**src/rtl/mac_acc_cfu.sv**
```systemverilog
// Packed int8 multiply-accumulate unit: a register stage for the four lane
// products, followed by an accumulator, with read, read-and-clear and count commands.
module mac_acc_cfu #(
    parameter int BYTE_SIZE  = 8,
    parameter int INT32_SIZE = 32
) (
    input  logic                  clk,
    input  logic                  rst_n,
    input  logic [6:0]            cmd,
    input  logic                  cmd_valid,
    output logic                  cmd_ready,
    input  logic [INT32_SIZE-1:0] inp0,
    input  logic [INT32_SIZE-1:0] inp1,
    output logic [INT32_SIZE-1:0] ret,
    output logic                  output_buffer_valid
);

    // A lane product is (int8 + int16 offset) * int8, which fits in 25 bits.
    // One spare bit is kept so the product is 26 bits wide.
    localparam int PROD_W = BYTE_SIZE + 18;

    localparam logic [6:0] CMD_CLEAR      = 7'd0;
    localparam logic [6:0] CMD_SET_OFFSET = 7'd1;
    localparam logic [6:0] CMD_MAC4       = 7'd2;
    localparam logic [6:0] CMD_READ       = 7'd3;
    localparam logic [6:0] CMD_READ_CLR   = 7'd4;
    localparam logic [6:0] CMD_READ_CNT   = 7'd5;

    logic signed [INT32_SIZE-1:0] acc;
    logic signed [15:0]           input_offset;
    logic [15:0]                  mac_count;
    logic                         s1_valid;
    logic signed [PROD_W-1:0]     p_q   [4];
    logic signed [PROD_W-1:0]     p_new [4];
    logic signed [INT32_SIZE-1:0] p_sum;
    logic                         is_read;
    logic                         accept;

    for (genvar i = 0; i < 4; i++) begin : g_lane
        logic signed [BYTE_SIZE-1:0] act;
        logic signed [BYTE_SIZE-1:0] flt;
        logic signed [PROD_W-1:0]    act_off;
        assign act     = inp0[i*BYTE_SIZE +: BYTE_SIZE];
        assign flt     = inp1[i*BYTE_SIZE +: BYTE_SIZE];
        assign act_off = PROD_W'(act) + PROD_W'(input_offset);
        assign p_new[i] = act_off * PROD_W'(flt);
    end

    assign p_sum = INT32_SIZE'(p_q[0]) + INT32_SIZE'(p_q[1])
                 + INT32_SIZE'(p_q[2]) + INT32_SIZE'(p_q[3]);

    // Reads stall while a product is still in stage 1, so they always see a settled acc.
    assign is_read   = (cmd == CMD_READ) || (cmd == CMD_READ_CLR) || (cmd == CMD_READ_CNT);
    assign cmd_ready = !(is_read && s1_valid);
    assign accept    = cmd_valid && cmd_ready;

    always_ff @(posedge clk or negedge rst_n) begin
        if (!rst_n) begin
            acc                 <= '0;
            input_offset        <= '0;
            mac_count           <= '0;
            s1_valid            <= 1'b0;
            ret                 <= '0;
            output_buffer_valid <= 1'b0;
            for (int i = 0; i < 4; i++) p_q[i] <= '0;
        end else begin
            output_buffer_valid <= 1'b0;
            if (s1_valid) begin
                acc      <= acc + p_sum;
                s1_valid <= 1'b0;
            end
            // Command actions come after the drain so that clear wins over it.
            if (accept) begin
                case (cmd)
                    CMD_CLEAR: begin
                        acc       <= '0;
                        mac_count <= '0;
                        s1_valid  <= 1'b0;
                        ret       <= '0;
                    end
                    CMD_SET_OFFSET: input_offset <= inp1[15:0];
                    CMD_MAC4: begin
                        for (int i = 0; i < 4; i++) p_q[i] <= p_new[i];
                        s1_valid  <= 1'b1;
                        mac_count <= mac_count + 16'd1;
                    end
                    CMD_READ: begin
                        ret                 <= acc;
                        output_buffer_valid <= 1'b1;
                    end
                    CMD_READ_CLR: begin
                        ret                 <= acc;
                        output_buffer_valid <= 1'b1;
                        acc                 <= '0;
                    end
                    CMD_READ_CNT: begin
                        ret                 <= INT32_SIZE'(mac_count);
                        output_buffer_valid <= 1'b1;
                    end
                    default: ret <= '0;
                endcase
            end
        end
    end

endmodule

```
**config.mk**
```make
export PLATFORM = sky130hd
export DESIGN_NAME = mac_acc_cfu
export DESIGN_NICKNAME = d
export VERILOG_FILES = /design/src/rtl/mac_acc_cfu.sv
export SDC_FILE = /design/constraint.sdc
export NUM_CORES = 2
export LEC_CHECK = 0
export ABC_CLOCK_PERIOD_IN_PS = 10120
export BUFFER_PORTS_ARGS = -buffer_cell sky130_fd_sc_hd__buf_2
export CAP_MARGIN = 20
export CORE_ASPECT_RATIO = 1.2
export CORE_MARGIN = 2
export CORE_UTILIZATION = 50
export CTS_BUF_LIST = sky130_fd_sc_hd__clkbuf_16
export DETAILED_ROUTE_END_ITERATION = 12
export GPL_TIMING_DRIVEN = 0
export PLACE_DENSITY = 0.66
export SLEW_MARGIN = 20
export SYNTH_ARGS = -nofsm -noshare
export SYNTH_HDL_FRONTEND = slang
export SYNTH_SLANG_ARGS = --single-unit
```
**constraint.sdc**
```tcl
create_clock -name clk -period 10.12 [get_ports clk]
set_input_delay 1.518 -clock clk [delete_from_list [all_inputs] [get_ports clk]]
set_output_delay 1.518 -clock clk [all_outputs]
set_load 0.02 [all_outputs]
```
==> results.sh <==
export IMPL_status="finished clean"
export IMPL_r2r_cells=27
export IMPL_cts_sinks=198
export IMPL_first_pass_iters=8
export IMPL_final_common_cell="inv_1"
export IMPL_antenna_found_initial=0
export IMPL_hold_viol=0
export IMPL_r2r_slack_ps=1710
export IMPL_cp_max_fo=8
export IMPL_grt_ovfl_total=0
export IMPL_min_path_type="flop to flop"
export IMPL_rr_startpoint="input_offset[1]"
export IMPL_coreArea_um2=65980
export IMPL_yosysWarnings=0
export IMPL_die_w_um=240.2
export IMPL_synthCells=3680
export IMPL_critical_path_arrival_ps=8750
export IMPL_setup_viol=0
export IMPL_drt_wirelength_per_cell_um=18.56
export IMPL_h_tree_depth=4
export IMPL_clk_latency_ps=470
export IMPL_synth_edf_count=0
export IMPL_cts_hold_buffers=0
export IMPL_min_period_ps=8411
export IMPL_drv_slew=0
export IMPL_grt_first_pass_wirelength_mm=141.5
export IMPL_routed_via_density=5.401
export IMPL_syn_nets=4571
export IMPL_rows=103
export IMPL_drt_wl_total_mm=87.49
export IMPL_synth_seq_cells=198
export IMPL_die_h_um=287.4
export IMPL_detailed_place_hpwl_mm=73.05
export IMPL_ys_seq_area_frac=0.1480
export IMPL_cts_buffer_depth=2
export IMPL_grt_pass1_vias=26060
export IMPL_grt_max_degree=96
export IMPL_finClkSkew_ps=22.78
export IMPL_n_antenna_cell=0
export IMPL_layout_drive_gt1_share=0.05339
export IMPL_avgSynthCellArea_um2=9.096
export IMPL_area_growth_pct=6.956
export IMPL_crit_path_end_kind="flop"
export IMPL_cp_start_kind="flop"
export IMPL_track_usage=0.2646
export IMPL_seqCellArea_um2=4955
export IMPL_gp_congestion=0.9368
export IMPL_final_cell_mix="inv_1 (645), fa_1 (532), and2_1 (344)"
export IMPL_multi_input_area_um2=25670
export IMPL_portBuffers=107
export IMPL_fillers=6210
export IMPL_slew_headroom=0.2799
export IMPL_rsz0062_at_grt="no"
export IMPL_min_period_over_period=0.8312
export IMPL_ys_flop_type="dfrtp_1"
export IMPL_ant_nets=0
export IMPL_cts_tree="done"
export IMPL_cts_setup_buffers=0
export IMPL_start_util=0.5073
export IMPL_hold_slack_ps=474.2
export IMPL_remaining_drc_errors=0
export IMPL_fmax_mhz=118.9
export IMPL_nets=4699
export IMPL_worstSetupStartpoint="input_offset[1]"
export IMPL_worstSetupPathType="flop to flop"
export IMPL_clk_pin_slew_worst_paths_ps=90
export IMPL_syn_area_um2=33470
export IMPL_tightest_slew_ps=1063
export IMPL_post_route_util=0.5426
export IMPL_clock_root_buffer="clkbuf_16"
export IMPL_crit_required_ps=10460
export IMPL_cap_viol_max_count=0
export IMPL_worstSetupEndpoint="p_q[76]"
export IMPL_synth_cell_types=88
export IMPL_cts_resized=0
export IMPL_async_reset_ff_frac=1.000
export IMPL_vias=25460
export IMPL_numCtsBuffers=17
export IMPL_setup_tns_ps=0
export IMPL_drtIter0Drc=1477
export IMPL_io_pins=108
export IMPL_die_area_um2=69040
export IMPL_r2r_end="p_q[76]"
through the flow:
step           worst slack, ps  cells  instance area [µm²]
2_1_floorplan             2598   3680                33470
3_3_place_gp              1627   4679                35120
3_5_place_dp              1577   4681                35190
4_1_cts                   1662   4713                35800
5_1_grt                   1114   4713                35800
6_report                  1709   4713                35800
registers in the layout (all words and copies together), names as in the netlist:
| name | cells |
|---|---|
| output_buffer_valid | 1 |
| p_q | 100 |
| acc | 32 |
| s1_valid | 1 |
| mac_count | 16 |
| input_offset | 16 |
| ret | 32 |
cell families after synthesis:
logic type,Yosys count,share of synthesized area
fa+ha+maj,817,0.4247
buf+inv,752,0.08500
simple gates,1138,0.1759
mux,40,0.01271
flops,198,0.1480
compound gates,561,0.1081
xor+xnor,174,0.04553
area by class of cell:
class                      count  area share
sequential                   198      0.1384
multi-input combinational   2730      0.7171
tap                          892     0.03117
timing repair buffer         109     0.01678
inverter                     647     0.06787
buffer                       105     0.01160
clock inverter                15    0.005207
clock buffer                  17     0.01188
layer usage:
| metal | routed length, µm | vias up | global-route usage |
|---|---|---|---|
| li1 | - | 11970 | - |
| met1 | 37890 | 12740 | 0.3550 |
| met2 | 41820 | 610 | 0.4453 |
| met3 | 4120 | 142 | 0.02612 |
| met4 | 3663 | 0 | 0.09767 |
| met5 | 0 | - | 0 |
cell usage after synthesis (18+ instances only):
master | instances | area (µm²)
xnor2_1 | 122 | 1069
a21o_1 | 77 | 578.1
a211oi_1 | 19 | 142.6
and2_1 | 344 | 2152
o21ai_0 | 178 | 890.9
ha_1 | 285 | 3566
nand3_1 | 46 | 230.2
xor2_1 | 52 | 455.4
nand2_1 | 338 | 1269
fa_1 | 532 | 10650
mux2i_1 | 23 | 230.2
nand2b_1 | 41 | 256.5
o21a_1 | 22 | 165.2
and3_1 | 21 | 131.4
a21oi_1 | 103 | 515.5
a31oi_1 | 24 | 150.1
nand4_1 | 28 | 175.2
nor2b_1 | 75 | 469.2
dfrtp_1 | 198 | 4955
inv_1 | 645 | 2421
nor2_1 | 150 | 563.0
o21bai_1 | 18 | 135.1
clkbuf_1 | 90 | 337.8
nor3_1 | 40 | 200.2
how the worst min path moves through the flow:
| stage | to | slack (ps) | cells after the start | start |
|---|---|---|---|---|
| after floorplan | p_q[52] | 450 | 2 | p_q[52] |
| after global placement | ret[13] | 460 | 2 | ret[13] |
| after detailed placement | p_q[78] | 460 | 2 | p_q[78] |
| after CTS | p_q[78] | 480 | 2 | p_q[78] |
| after global routing | ret[25] | 500 | 2 | ret[25] |
| final | ret[9] | 470 | 2 | ret[9] |
worst max-delay path: stages (launching register included):
cell      delay, ps
dfrtp_1         840
inv_1           620
fa_1            610
nor2b_1         160
o21ai_2          70
a21boi_1        280
o21a_1          230
o211ai_2        120
a21oi_1         260
xor2_1          560
nand2_1         170
fa_1            550
inv_1            50
fa_1            430
inv_1            90
fa_1            430
fa_1            480
inv_1            40
ha_1            340
and3_1          210
nand3_1         100
a211oi_1         60
or4b_1          570
o31a_1          310
nand4_1         110
a21oi_1          80
xnor2_1         350
o21ai_0         120
Power is not shown: default switching activity piles up to over one toggle a cycle in this logic, so the estimate is an artifact.
